$ cat src/rtl/cpu_pkg.sv
// rtl/cpu_pkg.sv - shared datapath constants and types for the 8-bit CPU
package cpu_pkg;

  localparam int DATA_W   = 8;
  localparam int ADDR_W   = 5;
  localparam int NUM_REGS = 32;

  typedef logic [DATA_W-1:0] data_t;
  typedef logic [ADDR_W-1:0] reg_addr_t;

  localparam reg_addr_t ZERO_REG = 5'd0;

endpackage

$ cat src/rtl/regfile_read_port.sv
// rtl/regfile_read_port.sv - one combinational register file read port
// Zero-register forcing wins over the write bypass, so r0 always reads 0x00.
module regfile_read_port
  import cpu_pkg::*;
(
  input  reg_addr_t                 addr,
  input  data_t [NUM_REGS-1:0]      regs,
  input  logic                      byp_valid,
  input  reg_addr_t                 byp_addr,
  input  data_t                     byp_data,
  output data_t                     read_data
);

  always_comb begin
    read_data = regs[addr];
    if (byp_valid && (byp_addr == addr)) begin
      read_data = byp_data;
    end
    if (addr == ZERO_REG) begin
      read_data = '0;
    end
  end

endmodule

$ cat src/rtl/register_file.sv
// rtl/register_file.sv - 32x8 register file, two read ports, one write port
// Optional same-cycle write-to-read bypass: define REGFILE_WRITE_BYPASS_EN.
module register_file
  import cpu_pkg::*;
(
  input  logic      clk,
  input  logic      rst,
  input  logic      write_enable,
  input  reg_addr_t rs,
  input  reg_addr_t rt,
  input  reg_addr_t rd,
  input  data_t     write_data,
  output data_t     read_data1,
  output data_t     read_data2
);

  data_t [NUM_REGS-1:0] regs;
  logic                 byp_valid;

  // Reset beats a simultaneous write; writes to r0 are dropped so it stays zero.
  always_ff @(posedge clk) begin
    if (rst) begin
      regs <= '0;
    end else if (write_enable && (rd != ZERO_REG)) begin
      regs[rd] <= write_data;
    end
  end

`ifdef REGFILE_WRITE_BYPASS_EN
  assign byp_valid = write_enable && (rd != ZERO_REG);
`else
  assign byp_valid = 1'b0;
`endif

  regfile_read_port u_port1 (
    .addr      (rs),
    .regs      (regs),
    .byp_valid (byp_valid),
    .byp_addr  (rd),
    .byp_data  (write_data),
    .read_data (read_data1)
  );

  regfile_read_port u_port2 (
    .addr      (rt),
    .regs      (regs),
    .byp_valid (byp_valid),
    .byp_addr  (rd),
    .byp_data  (write_data),
    .read_data (read_data2)
  );

endmodule

$ cat config.mk
export PLATFORM = sky130hd
export DESIGN_NAME = register_file
export DESIGN_NICKNAME = d
export VERILOG_FILES = /design/src/rtl/cpu_pkg.sv /design/src/rtl/regfile_read_port.sv /design/src/rtl/register_file.sv
export SDC_FILE = /design/constraint.sdc
export NUM_CORES = 1
export LEC_CHECK = 0
export CAP_MARGIN = 5
export CORE_MARGIN = 1
export CORE_UTILIZATION = 30
export CTS_BUF_LIST = sky130_fd_sc_hd__clkbuf_2
export CTS_CLUSTER_DIAMETER = 150
export DETAILED_ROUTE_END_ITERATION = 10
export PLACE_DENSITY = 0.48
export SYNTH_ARGS = -nofsm -noshare
export SYNTH_HDL_FRONTEND = slang
export SYNTH_SLANG_ARGS = --single-unit
$ cat constraint.sdc
create_clock -name clk -period 4.95 [get_ports clk]
set_input_delay 0.99 -clock clk [delete_from_list [all_inputs] [get_ports clk]]
set_output_delay 0.99 -clock clk [all_outputs]
set_load 0.005 [all_outputs]
==> impl_results.md <==
- Status: completed
- # rows: 78
- Initial DRT Pass Iterations: 5
- GRT Overall Usage: 21.78%
- Worst EP arrival: 3.82 ns
- RSZ-0062 raised after global routing: no
- Area delta synth->final: 10.94%
- Clock network latency to the later pin of the worst-skew pair: 0.92 ns
- Slew @ Worst Pin: 0.9328 ns
- Crit path buf inv count: 2
- Share of cells above drive strength 1: 20.52%
- Number of flip-flops in the largest register: 256
- Die area: 47,150 sq um
- Combinational Power Share: 11.9%
- Most instantiated cells after synthesis: nand2_1, dfxtp_1, a21oi_1
- Syn nets: 1,575
- Clock power share: 38.6%
- Placed Cells: 2,097
- Cell Chain, Critical Path: clkdlybuf4s50_1 > nor2_1 > a221oi_1 > o21a_1 > clkdlybuf4s50_1
- Layout net count: 1,598
- Total Wirelength: 51,300 microns
- Relative slew slack: 37.82%
- Synth area leaders: dfxtp_1, mux4_2, a21oi_1
- DR iter-0 viols: 1,279
- Cell taking the most area after synthesis: dfxtp_1
- CTS root buffer: clkbuf_2
- Sink Count: 256
- Leakage power: 5.130 nW
- Placed Area: 14,740 sq um
- Hold WS: 0.4671 ns
- PortBufs: 41
- Crit path capture type: output pin
- Ys async rst share: 0%
- Post-CTS Setup Repair Bufs: 0
- Initial antenna violation count: 2
- Final WS setup: 0.1376 ns
- Final Hold Fails: 0
- H-tree depth: 3
- CTS max path bufs: 3
- Max-cap viol count: 0
- First-pass GRT wire length: 77,700 microns
- Setup crit start kind: input pin
- Syn_area_per_cell: 8.964 sq um
- ANT nets after route: 0
- CTS tree: built
- Worst path most repeated cell: clkdlybuf4s50_1
- Dpl hpwl: 34,090 microns
- DRC Markers: 0
- Reg power frac: 49.4%
- Most common cell in the netlist: nand2_1
- Max incr delay on CP: 1.01 ns
- Final Cycle Share: 97.22%
- CP delay by family, top: buffers and inverters
- Synth Register Bits: 256
- Crit path required time: 3.96 ns
- Final non-filler cell area: 15,400 sq um
- Chip height: 217.1 microns
- Synth top area share: 36.91%
- Fin crit period: 4.812 ns
- Total CTS buffers: 73
- GRT Residual Overflow: 0
- PD cells: 273.7 nW/um^2
- Final Instance Count excl. Fillers: 2,229
- Largest net degree at the start of global routing: 114
- Switching Fraction: 31.01%
- Worst VDD drop: 0.1066 mV
- Vias: 12,620
- Power Internal: 2.909 mW
- Top reg by flops: regs
- EDFF count, synth: 0
- Synth Warn #: 0
- CP max stage cell: clkdlybuf4s50_1
- Critical path class: input pin to output pin
- Count of pins over their slew limit: 0
- Pre-CTS setup slack: 0.1490 ns
- Sequential-to-total area share from yosys stat: 36.91%
- Net Sw Power: 1.307 mW
- Setup_tns: 0 ns
- Core area: 45,480 sq um
- Gpl congestion: 0.9009
- Hold-fix buffers, CTS: 0
- Main synth FF type: dfxtp_1
- Synth cell types: 40
- Hold crit path type: register to register
- Largest registers: regs (256)
- Clk pin slew, worst setup/hold paths: 0.09 ns
- Routed length per instance: 23.01 microns
- Post-CTS sizing: 0
- Vias in the first global route: 12,180
- Starting Density: 30.53%
- F_max: 207.8 MHz
- Layout Skew: 0 ns
- Synthesized cell area: 13,890 sq um
- Die Width: 217.1 microns
- DR vias/cell: 5.664
- Worst-path fanout max: 19
- Finish-stage setup viols: 0
- Ports: 42
- Post-Syn Instances: 1,549
## power by group through the flow
stage,sequential (mW),combinational (mW),clock (mW)
floorplan,2.13,0.310,0
global placement,2.13,0.495,0
detailed placement,2.13,0.496,0
CTS,2.08,0.497,1.68
global route,2.09,0.524,1.79
finish,2.08,0.503,1.63
## per-layer routing
layer	global-route usage, %	routed length [microns]	vias to the layer above
met5	0	0	-
met4	9.883	1855	0
met3	3.802	3216	96
met2	32.48	22750	487
met1	30.53	23470	6285
li1	-	-	5756
## kinds of logic after synthesis
kind of cell,after synthesis,synth area share (%)
AND/OR/NAND/NOR,477,15.51
multiplexers,188,23.00
AO/OA/AOI/OAI,468,18.31
flip-flops,256,36.91
buffers and inverters,160,6.271
## final timing paths
kind,start,cells after the start,endpoint,slack (ns)
hold reg to reg,regs[17],2,regs[17],0.47
setup reg to reg,regs[112],2,regs[112],4.16
hold / removal,regs[17],2,regs[17],0.47
setup / recovery,rt[3],5,read_data2[4],0.14
## stage by stage
stage	utilization [%]	power (mW)
6_report	33.87	4.216
5_1_grt	33.87	4.404
2_1_floorplan	-	2.437
3_5_place_dp	32.40	2.629
3_3_place_gp	32.40	2.627
4_1_cts	33.87	4.257
## worst min-delay path, stage by stage, from the launching register on
cell	delay, ns
dfxtp_1	0.32
nand2_1	0.05
a21oi_1	0.05
## final cells by class
class	count	area, sq um
Multi-Input combinational cell	1133	7921
Sequential cell	256	5125
Clock inverter	13	75.07
Fill cell	4771	30070
Clock buffer	118	590.6
Antenna cell	1	2.502
Timing Repair Buffer	108	939.7
Tap cell	600	750.7
## layout by cell type, fill, tap and decap left out, types with 5 or more instances in the layout
| master | n |
|---|---|
| dfxtp_1 | 256 |
| a211oi_1 | 20 |
| o21ai_0 | 140 |
| buf_4 | 66 |
| nor2b_1 | 30 |
| mux4_2 | 83 |
| clkinv_1 | 12 |
| clkdlybuf4s50_1 | 33 |
| nand2_1 | 269 |
| mux2_2 | 44 |
| o31ai_1 | 12 |
| clkbuf_2 | 118 |
| a21oi_1 | 248 |
| o22ai_1 | 16 |
| nor2_1 | 26 |
| mux2i_1 | 44 |
| o21a_1 | 12 |
| a221oi_1 | 12 |
| nand3_1 | 122 |
| mux4_1 | 12 |
| nand3b_1 | 5 |
Power figures use the tool's default switching activity.
